`src/rtl/otter_fetch_unit_if.sv`:
```
// otter_fetch_unit_if
//   Bundle of every signal between the OTTER fetch unit and its neighbours:
//   the instruction-memory request/grant/response port, the IR hand-off
//   register towards decode/execute, and the next-PC inputs from the decoder.
//
//   Handshakes:
//     imem: imem_req is held with a stable imem_addr until a cycle with
//           imem_gnt=1 accepts it. Read data comes back later as a one-cycle
//           imem_rvalid pulse. imem_err is meaningful only when imem_rvalid=1.
//     ir:   ir_valid=1 means ir/ir_pc/ir_fault hold a fetched instruction and
//           stay stable until a cycle with ir_ready=1. That cycle is the
//           hand-off. pc_source and the target addresses must be valid in
//           that same cycle.
//
//   Modports:
//     master - the fetch unit
//     slave  - memory, decoder and consumer side (the testbench)
interface otter_fetch_unit_if;
  // next-PC selection from the decoder
  logic [3:0]  pc_source;
  logic [31:0] jalr_addr;
  logic [31:0] branch_addr;
  logic [31:0] jal_addr;
  logic [31:0] mtvec;
  logic [31:0] mepc;

  // instruction memory port
  logic        imem_req;
  logic [31:0] imem_addr;
  logic        imem_gnt;
  logic        imem_rvalid;
  logic [31:0] imem_rdata;
  logic        imem_err;

  // instruction register towards decode/execute
  logic        ir_valid;
  logic        ir_ready;
  logic [31:0] ir;
  logic [31:0] ir_pc;
  logic        ir_fault;

  modport master (
    input  pc_source, jalr_addr, branch_addr, jal_addr, mtvec, mepc,
    output imem_req, imem_addr,
    input  imem_gnt, imem_rvalid, imem_rdata, imem_err,
    output ir_valid, ir, ir_pc, ir_fault,
    input  ir_ready
  );

  modport slave (
    output pc_source, jalr_addr, branch_addr, jal_addr, mtvec, mepc,
    input  imem_req, imem_addr,
    output imem_gnt, imem_rvalid, imem_rdata, imem_err,
    input  ir_valid, ir, ir_pc, ir_fault,
    output ir_ready
  );
endinterface

```
`src/rtl/otter_fetch_unit.sv`:
```
// otter_fetch_unit
//   Instruction fetch stage of the multicycle OTTER core. It owns the program
//   counter and issues one instruction-memory read at a time. The returned
//   word is held in the IR until decode/execute accepts it. On that hand-off
//   the next PC is chosen from pc_source and the decoder's target addresses.
//
//   Ports:
//     clk       rising-edge clock
//     rst_n     asynchronous active-low reset
//     bus       otter_fetch_unit_if.master (imem port, IR port, next-PC inputs)
//     dbg_state current FSM state (0 BOOT, 1 REQ, 2 WAIT, 3 HOLD)
//
//   Parameters:
//     RESET_VEC first fetch address; also the reset value of ir_pc
//     NOP_INSTR IR contents while no instruction is held
module otter_fetch_unit #(
  parameter logic [31:0] RESET_VEC = 32'h0000_0000,
  parameter logic [31:0] NOP_INSTR = 32'h0000_0013
) (
  input  logic                 clk,
  input  logic                 rst_n,
  otter_fetch_unit_if.master   bus,
  output logic [1:0]           dbg_state
);

  typedef enum logic [1:0] {
    S_BOOT = 2'd0,
    S_REQ  = 2'd1,
    S_WAIT = 2'd2,
    S_HOLD = 2'd3
  } state_t;

  // pc_source encodings; 6-15 fall through to sequential
  localparam logic [3:0] SRC_JALR   = 4'd1;
  localparam logic [3:0] SRC_BRANCH = 4'd2;
  localparam logic [3:0] SRC_JAL    = 4'd3;
  localparam logic [3:0] SRC_MTVEC  = 4'd4;
  localparam logic [3:0] SRC_MEPC   = 4'd5;

  state_t      state;
  logic [31:0] pc_q;
  logic [31:0] ir_q;
  logic [31:0] ir_pc_q;
  logic        ir_fault_q;

  logic [31:0] pc_plus4;
  logic [31:0] target;
  logic [31:0] next_pc;

  // Sequential successor is based on the address the held instruction came
  // from. The 32-bit add wraps naturally at the top of the address space.
  assign pc_plus4 = ir_pc_q + 32'd4;

  always_comb begin
    target = pc_plus4;
    case (bus.pc_source)
      SRC_JALR:   target = bus.jalr_addr;
      SRC_BRANCH: target = bus.branch_addr;
      SRC_JAL:    target = bus.jal_addr;
      SRC_MTVEC:  target = bus.mtvec;
      SRC_MEPC:   target = bus.mepc;
      default:    target = pc_plus4;
    endcase
  end

  // Fetches are always word aligned. A misaligned JALR target is silently
  // rounded down here instead of being trapped.
  assign next_pc = {target[31:2], 2'b00};

  // A reset in the middle of a transaction drops the outstanding response.
  // A late rvalid then arrives in BOOT or REQ, where it is ignored.
  always_ff @(posedge clk or negedge rst_n) begin
    if (!rst_n) begin
      state      <= S_BOOT;
      pc_q       <= RESET_VEC;
      ir_q       <= NOP_INSTR;
      ir_pc_q    <= RESET_VEC;
      ir_fault_q <= 1'b0;
    end else begin
      case (state)
        S_BOOT: begin
          state <= S_REQ;
        end
        S_REQ: begin
          if (bus.imem_gnt) begin
            state <= S_WAIT;
          end
        end
        S_WAIT: begin
          if (bus.imem_rvalid) begin
            ir_q       <= bus.imem_rdata;
            ir_pc_q    <= pc_q;
            ir_fault_q <= bus.imem_err;
            state      <= S_HOLD;
          end
        end
        S_HOLD: begin
          // The hand-off cycle: pc_source and the targets are sampled only here
          if (bus.ir_ready) begin
            pc_q       <= next_pc;
            ir_q       <= NOP_INSTR;
            ir_fault_q <= 1'b0;
            state      <= S_REQ;
          end
        end
        default: begin
          state <= S_BOOT;
        end
      endcase
    end
  end

  // Handshake outputs are decoded from the state register alone, so there is
  // no combinational path from any input to imem_req or ir_valid.
  assign bus.imem_req  = (state == S_REQ);
  assign bus.imem_addr = pc_q;
  assign bus.ir_valid  = (state == S_HOLD);
  assign bus.ir        = ir_q;
  assign bus.ir_pc     = ir_pc_q;
  assign bus.ir_fault  = ir_fault_q;
  assign dbg_state     = state;

endmodule

```
`src/flat_wrapper.sv`:
```
// flat-port wrapper written by rule: the top's interface ports become plain ports
module otter_fetch_unit_flat 
#(
  parameter logic [31:0] RESET_VEC = 32'h0000_0000,
  parameter logic [31:0] NOP_INSTR = 32'h0000_0013
)
  (clk, rst_n, dbg_state, bus_pc_source, bus_jalr_addr, bus_branch_addr, bus_jal_addr, bus_mtvec, bus_mepc, bus_imem_req, bus_imem_addr, bus_imem_gnt, bus_imem_rvalid, bus_imem_rdata, bus_imem_err, bus_ir_valid, bus_ir, bus_ir_pc, bus_ir_fault, bus_ir_ready);
  otter_fetch_unit_if bus_i ();
  input  logic clk;
  input  logic rst_n;
  output logic [1:0] dbg_state;
  input wire logic [$bits(bus_i.pc_source)-1:0] bus_pc_source;
  input wire logic [$bits(bus_i.jalr_addr)-1:0] bus_jalr_addr;
  input wire logic [$bits(bus_i.branch_addr)-1:0] bus_branch_addr;
  input wire logic [$bits(bus_i.jal_addr)-1:0] bus_jal_addr;
  input wire logic [$bits(bus_i.mtvec)-1:0] bus_mtvec;
  input wire logic [$bits(bus_i.mepc)-1:0] bus_mepc;
  output wire logic [$bits(bus_i.imem_req)-1:0] bus_imem_req;
  output wire logic [$bits(bus_i.imem_addr)-1:0] bus_imem_addr;
  input wire logic [$bits(bus_i.imem_gnt)-1:0] bus_imem_gnt;
  input wire logic [$bits(bus_i.imem_rvalid)-1:0] bus_imem_rvalid;
  input wire logic [$bits(bus_i.imem_rdata)-1:0] bus_imem_rdata;
  input wire logic [$bits(bus_i.imem_err)-1:0] bus_imem_err;
  output wire logic [$bits(bus_i.ir_valid)-1:0] bus_ir_valid;
  output wire logic [$bits(bus_i.ir)-1:0] bus_ir;
  output wire logic [$bits(bus_i.ir_pc)-1:0] bus_ir_pc;
  output wire logic [$bits(bus_i.ir_fault)-1:0] bus_ir_fault;
  input wire logic [$bits(bus_i.ir_ready)-1:0] bus_ir_ready;
  assign bus_i.pc_source = bus_pc_source;
  assign bus_i.jalr_addr = bus_jalr_addr;
  assign bus_i.branch_addr = bus_branch_addr;
  assign bus_i.jal_addr = bus_jal_addr;
  assign bus_i.mtvec = bus_mtvec;
  assign bus_i.mepc = bus_mepc;
  assign bus_imem_req = bus_i.imem_req;
  assign bus_imem_addr = bus_i.imem_addr;
  assign bus_i.imem_gnt = bus_imem_gnt;
  assign bus_i.imem_rvalid = bus_imem_rvalid;
  assign bus_i.imem_rdata = bus_imem_rdata;
  assign bus_i.imem_err = bus_imem_err;
  assign bus_ir_valid = bus_i.ir_valid;
  assign bus_ir = bus_i.ir;
  assign bus_ir_pc = bus_i.ir_pc;
  assign bus_ir_fault = bus_i.ir_fault;
  assign bus_i.ir_ready = bus_ir_ready;
  otter_fetch_unit #(.RESET_VEC(RESET_VEC), .NOP_INSTR(NOP_INSTR)) u_core (.clk(clk), .rst_n(rst_n), .bus(bus_i), .dbg_state(dbg_state));
endmodule
```
`config.mk`:
```
export PLATFORM = sky130hd
export DESIGN_NAME = otter_fetch_unit_flat
export DESIGN_NICKNAME = d
export VERILOG_FILES = /design/src/rtl/otter_fetch_unit_if.sv /design/src/rtl/otter_fetch_unit.sv /design/src/flat_wrapper.sv
export SDC_FILE = /design/constraint.sdc
export NUM_CORES = 1
export LEC_CHECK = 0
export BUFFER_PORTS_ARGS = -buffer_cell sky130_fd_sc_hd__buf_4
export CORE_MARGIN = 2
export CORE_UTILIZATION = 40
export CTS_CLUSTER_DIAMETER = 80
export DETAILED_ROUTE_END_ITERATION = 6
export GPL_TIMING_DRIVEN = 0
export HOLD_SLACK_MARGIN = 0.05
export PLACE_DENSITY = 0.72
export SYNTH_ARGS = -nofsm -noshare
export SYNTH_HDL_FRONTEND = slang
export SYNTH_SLANG_ARGS = --single-unit
```
`constraint.sdc`:
```
create_clock -name clk -period 5.7 [get_ports clk]
set_clock_uncertainty 0.05 [all_clocks]
set_input_delay 0.285 -clock clk [delete_from_list [all_inputs] [get_ports clk]]
set_output_delay 0.285 -clock clk [all_outputs]
set_load 0.005 [all_outputs]
```
==> results by group <==
Setup path
  – R2R Path End: u_core.bus.imem_addr[27]$_DFFE_PN0P_
  – Crit path to: u_core.bus.imem_addr[27]$_DFFE_PN0P_
  – CP required: 5.86 ns
  – Worst path max stage delay: 0.49 ns
  – CP Launch Type: register
  – Worst R2R Setup Slack: 3.16 ns
  – Crit path top cell by count: clkbuf_1
  – Crit path max-delay cell type: clkbuf_1
  – Worst-path cell chain: ha_1, nand2_1, clkbuf_1, clkbuf_1, o221ai_1
  – Start point of the critical path: u_core.dbg_state[0]$_DFFE_PN0P_
  – Crit path buf inv count: 2
  – CP Max Fanout: 10
  – CP Depth: 5
  – CP top delay family: buffers and inverters
  – Crit end category: register
  – Logic depth of the worst register-to-register path: 5
  – Arr. time, crit path: 2.70 ns
  – Crit path kind: register to register
  – FF-to-FF Start: u_core.dbg_state[0]$_DFFE_PN0P_

STA
  – Slew Limit Fails: 0
  – Rel. slew slack: 17.5%
  – Period Utilization, post-route: 44.5%
  – Tmin final: 2.54 ns
  – Fmax: 0.394 GHz
  – Slew @ Worst Pin: 1.24 ns
  – Total negative setup slack: 0 ns
  – Setup violations, final: 0
  – Final hold viol count: 0
  – RSZ-0062 raised after global routing: false

Yosys
  – Top_reg_cell synth: dfrtp_1
  – Syn Area/Cell: 9.26 um2
  – Count leader, synth: nand2_1
  – Asr flop ratio synth: 100%
  – Commonest cells post-synth: nand2_1, dfrtp_1, o21ai_0
  – Top cells by area, synth: dfrtp_1, mux2_2, nand2_1
  – Top-area cell type share of the netlist area: 40.0%
  – Yosys cell types: 63
  – Post-synth EDFFs: 0
  – Synthesized instance count: 622
  – Post-synthesis sequential element count: 95
  – Register area share after synthesis: 41.3%
  – Yosys warning count: 0
  – Post-Syn Area: 0.00576 mm2
  – Cell taking the most area after synthesis: dfrtp_1

Die
  – Std cell rows: 43
  – Io pins: 303
  – Die X: 124 um
  – Starting Density: 41.2%
  – Core Region: 0.0140 mm2
  – Full die area: 0.0154 mm2
  – Die Y: 124 um

GRT
  – Congestion Overflow GR: 0
  – First-pass GRT wire length: 34800 um
  – Vias in the first global route: 6159
  – GRT Total Usage: 30.6%
  – Antenna violations before repair: 0
  – Largest net degree at the start of global routing: 96

Cells and area
  – Nets: 1129
  – Register area: 0.00238 mm2
  – Fill cells: 1331
  – Layout area overhead: 46.6%
  – Layout cells sized above 1: 41.4%
  – Antenna Cells: 0
  – Combined area of the multi-input logic cells: 0.00310 mm2

Min path
  – Hold_sp: bus_imem_rdata[2]
  – Min-delay worst type: input port to register

Clock tree
  – Clock latency reported for the late side of the worst-skew pair: 0.35 ns
  – CTS buffer count: 9
  – Num Clock Sinks: 95
  – Root buffer cell: clkbuf_16
  – Clock transition at the registers of the reported paths: 0.07 ns
  – Post-CTS setup buffer count: 0
  – Hold-fix buffers at CTS: 0
  – TritonCTS clock tree: done
  – CTS max path bufs: 2
  – H-tree level count: 3
  – CTS-repair resized insts: 0

Run status
  – Status: complete, no violations

Routing
  – Avg Vias per Cell: 5.74
  – Wire length on met2: 10600 um
  – Avg WL per Cell: 21.2 um
  – Drt drc: 0
  – Via Count: 6356
  – Sum of routed wire segments on met1: 9610 um
  – First DRT Iteration DRCs: 748
  – Final ANT Viol Nets: 0
  – Routed wire length: 23500 um
  – Top layer in use: met4
  – Total length of routed met3 wires: 2550 um
  – First-pass DRT Iterations: 5

Power
  – Power per Cell Area: 427 mW/mm2
  – Leakage Power: 3.95 nW
  – Pwr Total: 3.61 mW
  – Max IR drop VDD: 0.000237 V

Place
  – PortBufs: 287
  – GPL Wtd Cong: 0.965
  – Hpwl dp: 18300 um

Job
  – Maxcap violations: 0
tightest hold or removal path, stage by stage:
cell and delay [ns]:
buf_4 0.11, nand2_1 0.04, o21ai_0 0.06
through the flow:
step / cells / util, % / setup WS [ns] / instance area (um2) / hold slack (ns)
global placement: 1092 / 58.3 / 3.11 / 8150 / 0.413
global route: 1108 / 60.4 / 2.85 / 8450 / 0.133
detailed placement: 1092 / 58.3 / 3.08 / 8150 / 0.421
finish: 1108 / 60.4 / 3.16 / 8450 / 0.132
floorplan: 625 / - / 3.81 / 5770 / -0.0606
CTS: 1108 / 60.4 / 3.15 / 8450 / 0.124
registers in the layout (all words and copies together), names as in the netlist:
name,cells
u_core.bus.ir_pc,30
u_core.bus.ir_fault,1
u_core.bus.ir,32
u_core.bus.imem_addr,30
u_core.dbg_state,2
kinds of logic after synthesis:
kind of cell | synth area share, %
XOR/XNOR | 2.58
AO/OA/AOI/OAI | 22.6
AND/OR/NAND/NOR | 16.3
adder cells (fa/ha/maj) | 0.869
other | 0.0651
buffers and inverters | 5.02
flip-flops | 41.3
multiplexers | 11.2
worst min-delay path by stage:
stage	endpoint	slack [ns]	cells past startpoint
2_1_floorplan	u_core.bus.imem_addr[10]$_DFFE_PN0P_	-0.06	0
3_3_place_gp	u_core.bus.ir[23]$_DFFE_PN0P_	0.41	2
3_5_place_dp	u_core.bus.ir[23]$_DFFE_PN0P_	0.42	2
4_1_cts	u_core.bus.ir[29]$_DFFE_PN0P_	0.12	3
5_1_grt	u_core.bus.ir[15]$_DFFE_PN0P_	0.13	3
6_report	u_core.bus.ir[2]$_DFFE_PN0P_	0.13	3
layout by cell type (no fill, tap or decap), types with 9 or more instances in the layout:
master,synthesis,final
a21oi_1,22,22
a22o_1,10,10
a22oi_1,13,13
a31oi_1,9,9
buf_2,12,12
buf_4,7,294
clkbuf_1,28,29
clkbuf_16,0,9
dfrtp_1,92,92
inv_1,15,15
mux2_2,43,43
mux2i_1,14,14
nand2_1,93,93
nand3_1,10,10
nor2_1,29,29
o21ai_0,62,62
xnor2_1,13,13
report_power, final:
part           internal [mW]  switching (mW)
clock                  0.343           0.258
combinational          0.870           0.824
sequential             0.993           0.323
layout make-up:
cell class                 count  area share [%]
clock buffer                  14            3.36
buffer                        49            2.75
clock inverter                 2           0.148
timing repair buffer         287            25.5
tap                          180            2.67
inverter                      15           0.666
multi-input combinational    466            36.7
sequential                    95            28.2
layer usage:
layer | GRT usage [%] | up-vias
li1 | - | 2896
met1 | 41.3 | 3077
met2 | 46.2 | 333
met3 | 9.84 | 50
met4 | 11.0 | 0
met5 | 0 | -
Power figures use the tool's default switching activity.
